**config.mk**
```make
export PLATFORM = sky130hd
export DESIGN_NAME = tick_prescaler_flat
export DESIGN_NICKNAME = d
export VERILOG_FILES = /design/src/rtl/tick_prescaler_pkg.sv /design/src/rtl/tick_prescaler_if.sv /design/src/rtl/tick_prescaler_btn_debounce.sv /design/src/rtl/tick_prescaler.sv /design/src/flat_wrapper.sv
export SDC_FILE = /design/constraint.sdc
export NUM_CORES = 1
export LEC_CHECK = 0
export CAP_MARGIN = 30
export CORE_UTILIZATION = 53
export CTS_BUF_LIST = sky130_fd_sc_hd__clkbuf_2 sky130_fd_sc_hd__clkbuf_4 sky130_fd_sc_hd__clkbuf_8
export DETAILED_ROUTE_END_ITERATION = 10
export GPL_ROUTABILITY_DRIVEN = 0
export HOLD_SLACK_MARGIN = 0.08
export PLACE_DENSITY_LB_ADDON = 0.2
export SYNTH_ARGS = -nofsm -noshare
export SYNTH_HDL_FRONTEND = slang
export SYNTH_SLANG_ARGS = --single-unit
```
**constraint.sdc**
```tcl
create_clock -name clk -period 1.9 [get_ports clk]
set_input_delay 0.38 -clock clk [delete_from_list [all_inputs] [get_ports clk]]
set_output_delay 0.38 -clock clk [all_outputs]
set_load 0.005 [all_outputs]
```
**src/rtl/tick_prescaler_pkg.sv**
```systemverilog
// Shared definitions for the tick prescaler.
//   state_e    : prescaler FSM states (RUN counts and ticks, HOLD pauses).
//   DIV_*_DEF  : default divide ratios for the four rate_sel codes.
//   div_ratio  : maps a 2-bit ratio index onto one of four supplied ratios.
package tick_prescaler_pkg;

  typedef enum logic {
    RUN  = 1'b0,
    HOLD = 1'b1
  } state_e;

  localparam int unsigned DIV_0_DEF = 16;
  localparam int unsigned DIV_1_DEF = 64;
  localparam int unsigned DIV_2_DEF = 256;
  localparam int unsigned DIV_3_DEF = 1024;

  function automatic int unsigned div_ratio(
    input logic [1:0]  idx,
    input int unsigned d0,
    input int unsigned d1,
    input int unsigned d2,
    input int unsigned d3
  );
    case (idx)
      2'd0:    return d0;
      2'd1:    return d1;
      2'd2:    return d2;
      default: return d3;
    endcase
  endfunction

endpackage

```
**src/rtl/tick_prescaler_if.sv**
```systemverilog
// Pin/control bundle of the tick prescaler.
//   rate_sel, hold, step : raw asynchronous pin inputs (driven by master).
//   tick                 : one-cycle clock-enable pulse (driven by slave).
//   running              : 1 while the prescaler free-runs, 0 while paused.
//   div_idx              : index of the ratio currently applied.
interface tick_prescaler_if;
  logic [1:0] rate_sel;
  logic       hold;
  logic       step;
  logic       tick;
  logic       running;
  logic [1:0] div_idx;

  modport master (
    output rate_sel, hold, step,
    input  tick, running, div_idx
  );

  modport slave (
    input  rate_sel, hold, step,
    output tick, running, div_idx
  );
endinterface

```
**src/rtl/tick_prescaler_btn_debounce.sv**
```systemverilog
// Button conditioner: 2-flop synchroniser followed by a stability filter.
//   clk, rst_n : clock and asynchronous active-low reset.
//   btn_i      : raw asynchronous button level.
//   level_o    : debounced level; follows btn_i only after the synchronised
//                input has disagreed with it for DB_LEN consecutive cycles.
module btn_debounce #(
  parameter int unsigned DB_LEN = 8
) (
  input  logic clk,
  input  logic rst_n,
  input  logic btn_i,
  output logic level_o
);

  localparam int unsigned CW = (DB_LEN > 2) ? $clog2(DB_LEN) : 1;

  logic          meta_q, sync_q;
  logic          level_d, level_q;
  logic [CW-1:0] cnt_d, cnt_q;

  // Any cycle of agreement drops the count back to zero.
  always_comb begin
    level_d = level_q;
    cnt_d   = '0;
    if (sync_q != level_q) begin
      if (cnt_q == CW'(DB_LEN - 1)) begin
        level_d = sync_q;
      end else begin
        cnt_d = cnt_q + CW'(1);
      end
    end
  end

  always_ff @(posedge clk or negedge rst_n) begin
    if (!rst_n) begin
      meta_q  <= 1'b0;
      sync_q  <= 1'b0;
      level_q <= 1'b0;
      cnt_q   <= '0;
    end else begin
      meta_q  <= btn_i;
      sync_q  <= meta_q;
      level_q <= level_d;
      cnt_q   <= cnt_d;
    end
  end

  assign level_o = level_q;

endmodule

```
**src/rtl/tick_prescaler.sv**
```systemverilog
// Single-clock rate generator producing a one-cycle tick clock-enable at one
// of four selectable ratios, with debounced pause (hold) and single-step.
//   clk, rst_n : clock and asynchronous active-low reset.
//   pins       : slave side of tick_prescaler_if (rate_sel/hold/step in,
//                tick/running/div_idx out).
module tick_prescaler
  import tick_prescaler_pkg::*;
#(
  parameter int unsigned CNT_W  = 10,
  parameter int unsigned DIV_0  = DIV_0_DEF,
  parameter int unsigned DIV_1  = DIV_1_DEF,
  parameter int unsigned DIV_2  = DIV_2_DEF,
  parameter int unsigned DIV_3  = DIV_3_DEF,
  parameter int unsigned DB_LEN = 8
) (
  input  logic             clk,
  input  logic             rst_n,
  tick_prescaler_if.slave  pins
);

  logic             hold_db, step_db;
  logic             step_prev_q;
  logic [1:0]       rate_meta_q, rate_sync_q;
  state_e           state_d, state_q;
  logic [CNT_W-1:0] cnt_d, cnt_q, last_cnt;
  logic             tick_d, tick_q;
  logic [1:0]       div_idx_d, div_idx_q;

  btn_debounce #(.DB_LEN(DB_LEN)) u_hold_db (
    .clk     (clk),
    .rst_n   (rst_n),
    .btn_i   (pins.hold),
    .level_o (hold_db)
  );

  btn_debounce #(.DB_LEN(DB_LEN)) u_step_db (
    .clk     (clk),
    .rst_n   (rst_n),
    .btn_i   (pins.step),
    .level_o (step_db)
  );

  always_comb begin
    state_d   = state_q;
    cnt_d     = cnt_q;
    tick_d    = 1'b0;
    div_idx_d = div_idx_q;
    last_cnt  = CNT_W'(div_ratio(div_idx_q, DIV_0, DIV_1, DIV_2, DIV_3) - 1);

    case (state_q)
      RUN: begin
        if (hold_db) begin
          state_d = HOLD;
          cnt_d   = '0;
        end else if (cnt_q == last_cnt) begin
          // Ratio changes only land here, so an interval never gets cut short.
          cnt_d     = '0;
          tick_d    = 1'b1;
          div_idx_d = rate_sync_q;
        end else begin
          cnt_d = cnt_q + CNT_W'(1);
        end
      end
      HOLD: begin
        cnt_d = '0;
        if (!hold_db) begin
          // Leaving HOLD beats a coincident step edge.
          state_d   = RUN;
          div_idx_d = rate_sync_q;
        end else begin
          tick_d = step_db & ~step_prev_q;
        end
      end
      default: begin
        state_d = RUN;
        cnt_d   = '0;
      end
    endcase
  end

  always_ff @(posedge clk or negedge rst_n) begin
    if (!rst_n) begin
      rate_meta_q <= '0;
      rate_sync_q <= '0;
      step_prev_q <= 1'b0;
      state_q     <= RUN;
      cnt_q       <= '0;
      tick_q      <= 1'b0;
      div_idx_q   <= '0;
    end else begin
      rate_meta_q <= pins.rate_sel;
      rate_sync_q <= rate_meta_q;
      step_prev_q <= step_db;
      state_q     <= state_d;
      cnt_q       <= cnt_d;
      tick_q      <= tick_d;
      div_idx_q   <= div_idx_d;
    end
  end

  assign pins.tick    = tick_q;
  assign pins.running = (state_q == RUN);
  assign pins.div_idx = div_idx_q;

endmodule

```
**src/flat_wrapper.sv**
```systemverilog
// flat-port wrapper written by rule: the top's interface ports become plain ports
module tick_prescaler_flat import tick_prescaler_pkg::*;
#(
  parameter int unsigned CNT_W  = 10,
  parameter int unsigned DIV_0  = DIV_0_DEF,
  parameter int unsigned DIV_1  = DIV_1_DEF,
  parameter int unsigned DIV_2  = DIV_2_DEF,
  parameter int unsigned DIV_3  = DIV_3_DEF,
  parameter int unsigned DB_LEN = 8
)
  (clk, rst_n, pins_rate_sel, pins_hold, pins_step, pins_tick, pins_running, pins_div_idx);
  tick_prescaler_if pins_i ();
  input  logic clk;
  input  logic rst_n;
  input wire logic [$bits(pins_i.rate_sel)-1:0] pins_rate_sel;
  input wire logic [$bits(pins_i.hold)-1:0] pins_hold;
  input wire logic [$bits(pins_i.step)-1:0] pins_step;
  output wire logic [$bits(pins_i.tick)-1:0] pins_tick;
  output wire logic [$bits(pins_i.running)-1:0] pins_running;
  output wire logic [$bits(pins_i.div_idx)-1:0] pins_div_idx;
  assign pins_i.rate_sel = pins_rate_sel;
  assign pins_i.hold = pins_hold;
  assign pins_i.step = pins_step;
  assign pins_tick = pins_i.tick;
  assign pins_running = pins_i.running;
  assign pins_div_idx = pins_i.div_idx;
  tick_prescaler #(.CNT_W(CNT_W), .DIV_0(DIV_0), .DIV_1(DIV_1), .DIV_2(DIV_2), .DIV_3(DIV_3), .DB_LEN(DB_LEN)) u_core (.clk(clk), .rst_n(rst_n), .pins(pins_i));
endmodule
```
# [Yosys cells after proc, flatten, opt, wreduce, memory -nomap -nowiden]
# Cells that the tools add are included.
[classes] n_bitwise=3 n_eq_ne=10 reduce_logical=4 muxes=17 add_sub_neg=4
[op_table] op="$pmux W9 S3" count=1
[op_table] op="$mux W10" count=2
[op_table] op="$pmux W10 S2" count=1
[op_table] op="$mux W3" count=4
[op_table] op="$add A10 B1 Y10 const B" count=1
[op_table] op="$eq A10 B10 Y1" count=1
[op_table] op="$sub A10 B1 Y10 const B" count=1
[op_table] op="$add A3 B1 Y3 const B" count=2
[op_table] op="$eq A3 B3 Y1 const B" count=2
[op_table] op="$mux W2" count=3
[op_table] op="$mux W1" count=4
[op_table] op="$ne A2 B2 Y1 const B" count=2
[op_table] op="$pmux W2 S2" count=1
[op_table] op="$reduce_and A2 Y1" count=2
[op_table] op="$reduce_and A3 Y1" count=1
[op_table] op="$eq A2 B1 Y1 const B" count=1
[op_table] op="$eq A2 B2 Y1 const B" count=1
[op_table] op="$logic_not A2 Y1" count=1
[op_table] op="$ne A1 B1 Y1" count=2
[op_table] op="$ne A2 B1 Y1 const B" count=1
[op_table] op="$not A1 Y1" count=2
[op_table] op="$pmux W1 S2" count=1
[op_table] op="$and A1 B1 Y1" count=1
[word_totals] elab_cells=53 inputBits=6 ff_bits=31 output_inout_bits=4

# [Depth between registers and ports, before layout]
[logic_depth] word_depth=7 ltp_mapped=6 ltp_nobuf=5

# [Hierarchy]
# From an unflattened synthesis, not the netlist that was laid out.
[hier_totals] hier_cells=112 hier_area_um2=1373.8
[modules_own_cells] mod="tick_prescaler" instances=1 area_each_um2=933.4 cells_each=86 seq_area_each_um2=475.5
[modules_own_cells] mod="btn_debounce" instances=2 area_each_um2=220.2 cells_each=13 seq_area_each_um2=150.1

# [Worst setup path after synthesis]
# OpenSTA, ideal clock, no wires.
[synth_timing] path_type="reg2reg" startpoint="register u_core.cnt_q[4]" endpoint="register u_core.cnt_q[1]" synth_period_minus_slack_ns=1.810 t_arrival_ns=1.667 path_slack_ns=0.090 path_stages_with_launch=6 setup_ns=0.143 required_ns=1.757 n_path_buf=1 path_cell_list="dfrtp_1 or4_4 a221oi_4 o21a_4 buf_12 nor3b_2"
[synth_via] elab_chain_len=4
[synth_lines] element="start, declared" line_no="tick_prescaler.sv:25" text="logic [CNT_W-1:0] cnt_d, cnt_q, last_cnt;"
[synth_lines] element="start signal, assigned" line_no="tick_prescaler.sv:95" text="cnt_q <= cnt_d;"
[synth_lines] element="$eq A10 B10 Y1" line_no="tick_prescaler.sv:55" text="end else if (cnt_q == last_cnt) begin"
[synth_lines] element="$mux W10" line_no="tick_prescaler.sv:55"
[synth_lines] element="$mux W10" line_no="tick_prescaler.sv:52" text="if (hold_db) begin"
[synth_lines] element="$pmux W10 S2" line_no="tick_prescaler.sv:50" text="case (state_q)"
[synth_lines] element="net u_core.cnt_d[1]" line_no="tick_prescaler.sv:25"
# The timed path passes the listed nets, and every way through them passes these cells.
# A chain may end at the register's enable or synchronous reset.

# [Worst setup path in the final report]
[layout_timing] startpoint="register u_core.cnt_q[4]" endpoint="register u_core.div_idx_q[1], in the netlist u_core.pins.div_idx[1]"
[layout_via] elab_chain_len=3
[layout_lines] element="$eq A10 B10 Y1" line_no="tick_prescaler.sv:55"
[layout_lines] element="$ne A2 B1 Y1 (no line)"
[layout_lines] element="$reduce_and A3 Y1 (no line)"
[layout_lines] element="end signal, assigned" line_no="tick_prescaler.sv:97" text="div_idx_q <= div_idx_d;"
[layout_lines] element="end, declared" line_no="tick_prescaler.sv:27" text="logic [1:0] div_idx_d, div_idx_q;"
# No other way between the ends.

==> flow_summary.yaml <==
clock_network:
  cts-htree-levels: 2
  cts_buffer_depth: 2
  cts_buffers: 5
  clkTransAtPathRegs_ns: 0.09
  root_buffer: "clkbuf_4"
  cts.sinks: 31
  worst_skew_pair.late_latency_ns: 0.32
  postCtsSetupBuffers: 0
  ctsHoldBuffers: 0
  cts_tree: "done"
global_routing:
  top_usage_layer: "met2"
  grt_max_degree: 32
  overflow: 0
  gr-usage-met3_pct: 7.83
  grtUsageMet2_pct: 31.6
  grt_first_pass_wirelength_um: 3890
  antenna_found_initial: 0
  grt_pass1_vias: 851
  met1_usage_pct: 26.3
  grt_use_total_pct: 20.6
yosys:
  synth.area.mux_share_pct: 0.833
  synth_cell_types: 31
  synth_ff_type: "dfrtp_1"
  post_synth_fa_ha_maj_area_fraction_pct: 4.63
  synth_edf_count: 0
  synth_area_per_cell_um2: 13.1
  yosys.area_share.simple_pct: 19.3
  synth_seq_cells: 31
  synth_compound_area_share_pct: 8.79
  syn-instance-count: 103
  synth_top_area_share_pct: 57.4
  syn_nets: 114
  yosysSeqAreaShare_pct: 57.4
  synth_common_cells: "31 x dfrtp_1, 9 x nor3_2, 7 x nand2_1"
  synth_top_family_by_area: "simple AND/OR/NAND/NOR gates"
  synth_area_um2: 1350
  synth_xor_area_share_pct: 6.48
  synth_top_cell_by_area: "dfrtp_1"
  async_flop_share_pct: 100
  synth.most_common_cell: "dfrtp_1"
  yosys_warnings: 0
  ys_top_cells_by_area: "dfrtp_1 57%, nor3_2 6.7%, ha_1 4.6%"
timing:
  clock_skew_ns: 0.00287
  post-route-min-period_ns: 1.82
  slew_headroom_pct: 62.3
  tightest_slew_ns: 0.563
  max_clock_freq_mhz: 549
  finalHoldViolCount: 0
  fin_crit_sh_pct: 95.9
  final.setup.tns_ns: 0
  finalMaxSlewViolations: 0
  fin_hold_ws_ns: 0.362
  setup_violations: 0
  grt_setup_unrepaired: "false"
pwr:
  total_power_uw: 2260
  p_leak_uw: 0.000739
  power_frac_seq_pct: 42.4
  combPwrFrac_pct: 34.1
  peakVddDrop_mv: 0.944
  clkPwrFrac_pct: 23.5
  p_sw_share_pct: 33.3
  p_int_uw: 1500
  powerDensity_nw_per_um2: 1400
  switchingPower_uw: 752
detailed_routing:
  drcViolationCount: 0
  drt_wl_total_um: 2370
  num_vias: 862
  routedWlPerCell_um: 15.4
  routed_via_density: 5.60
  antenna_left: 0
  drtIter0Drc: 15
  drt_first_pass_iters: 4
cells_and_area:
  final_core_util_pct: 70.0
  antennaDiodeCount: 0
  seq_area_um2: 776
  multi_input_area_um2: 557
  area_growth_pct: 18.9
  fillCellCount: 177
  layout-drive-gt1-share_pct: 24.6
  design_area_um2: 1610
  nets: 136
setup_path:
  cp.required_ns: 2.10
  setup.worst_path.class: "reg -> reg"
  setup.worst_path.end_class: "flip-flop"
  critPathTopFamily: "compound AO/OA/AOI/OAI gates"
  crit_path_start_kind: "flip-flop"
  r2r_slack_ns: 0.08
  path_buf_inv: 0
  cp_slowest_stage_delay_ns: 0.55
  crit_chain: "or4_4 -> a221oi_4 -> o21a_4 -> o211ai_1"
  crit_path_max_fanout: 6
  worstPathArrival_ns: 2.02
  cpMaxStageDelayCell: "or4_4"
floorplan:
  die-area_um2: 2760
  boundaryPins: 10
  rows: 17
  fp.dieW_um: 52.5
  die_h_um: 52.5
  core_region_area_um2: 2300
  initial_core_util_pct: 58.9
outcome:
  status: "finished clean"
place:
  placed_cell_area_um2: 1510
  dpl.hpwl_um: 1650
  port_buffers: 9
hold_path:
  hp-class: "reg -> reg"
job:
  cap_violations: 0
area by class of cell:
cell class,count,share of cell area (%)
multi-input combinational,68,34.6
clock buffer,6,3.19
tap,28,2.18
sequential,31,48.2
timing repair buffer,16,8.87
inverter,3,0.700
clock inverter,2,2.18
state kept, by name (all words and copies together) (netlist names), 2 cells and up:
| register | count |
|---|---|
| u_core.cnt_q | 10 |
| u_core.u_step_db.cnt_q | 3 |
| u_core.rate_sync_q | 2 |
| u_core.pins.div_idx | 2 |
| u_core.u_hold_db.cnt_q | 3 |
| u_core.rate_meta_q | 2 |
path summary, 6_finish.rpt:
path,depth (start not counted),from,to
max,4,u_core.cnt_q[4]$_DFF_PN0_,u_core.pins.div_idx[1]$_DFFE_PN0P_
min,0,u_core.u_hold_db.meta_q$_DFF_PN0_,u_core.u_hold_db.sync_q$_DFF_PN0_
max reg2reg,4,u_core.cnt_q[4]$_DFF_PN0_,u_core.pins.div_idx[1]$_DFFE_PN0P_
min reg2reg,0,u_core.u_hold_db.meta_q$_DFF_PN0_,u_core.u_hold_db.sync_q$_DFF_PN0_
max in group asynchronous,2,rst_n,u_core.cnt_q[1]$_DFF_PN0_
min in group asynchronous,2,rst_n,u_core.u_step_db.cnt_q[1]$_DFF_PN0_
layout by cell type, fill, tap and decap left out, types with 3 or more instances in the layout:
master	netlist	routed
nand2_1	7	7
nand3_1	3	3
nor3_2	9	9
xnor2_1	4	4
o21ai_0	3	3
o211ai_1	3	3
nor2_1	4	4
clkdlybuf4s50_1	0	9
dfrtp_1	31	31
xor2_1	6	6
buf_4	0	7
clkbuf_4	0	5
inv_1	3	3
ha_1	5	5
layer usage:
layer  up-vias  part of all wire (%)
met1       423                    45
met3         2                   4.1
met4         0                  0.63
met5         -                     0
met2        20                    51
li1        417                     -
worst reg2reg max path, cell delays in order, from the launching register on:
cell      delay, ns
dfrtp_1        0.39
or4_4          0.55
a221oi_4       0.41
o21a_4         0.25
o211ai_1       0.11
power groups by stage:
stage / Combinational [uW] / Sequential [uW] / Clock (uW)
2_1_floorplan: 444 / 977 / 0
3_3_place_gp: 707 / 953 / 0
3_5_place_dp: 763 / 966 / 0
4_1_cts: 766 / 954 / 545
5_1_grt: 859 / 975 / 575
6_report: 769 / 957 / 529
cells by family (layout without fill, tap and decap cells):
| logic type | count (synthesis) | in the layout |
|---|---|---|
| simple gates | 38 | 38 |
| xor+xnor | 10 | 10 |
| compound gates | 13 | 14 |
| fa+ha+maj | 5 | 5 |
| mux | 1 | 1 |
| buf+inv | 5 | 27 |
| flops | 31 | 31 |
through the flow:
stage                     instances  setup slack [ns]
after floorplan                 103            0.0898
after global placement          145            0.0958
after detailed placement        145            0.0411
after CTS                       153            0.0250
after global routing            154           0.00414
final                           154            0.0788
repair_timing:
action,in CTS,in global routing
gates resized for setup,0,2
setup endpoints to repair,0,2
hold endpoints to repair,0,0
Note: power is estimated with default switching activity, not from simulation.
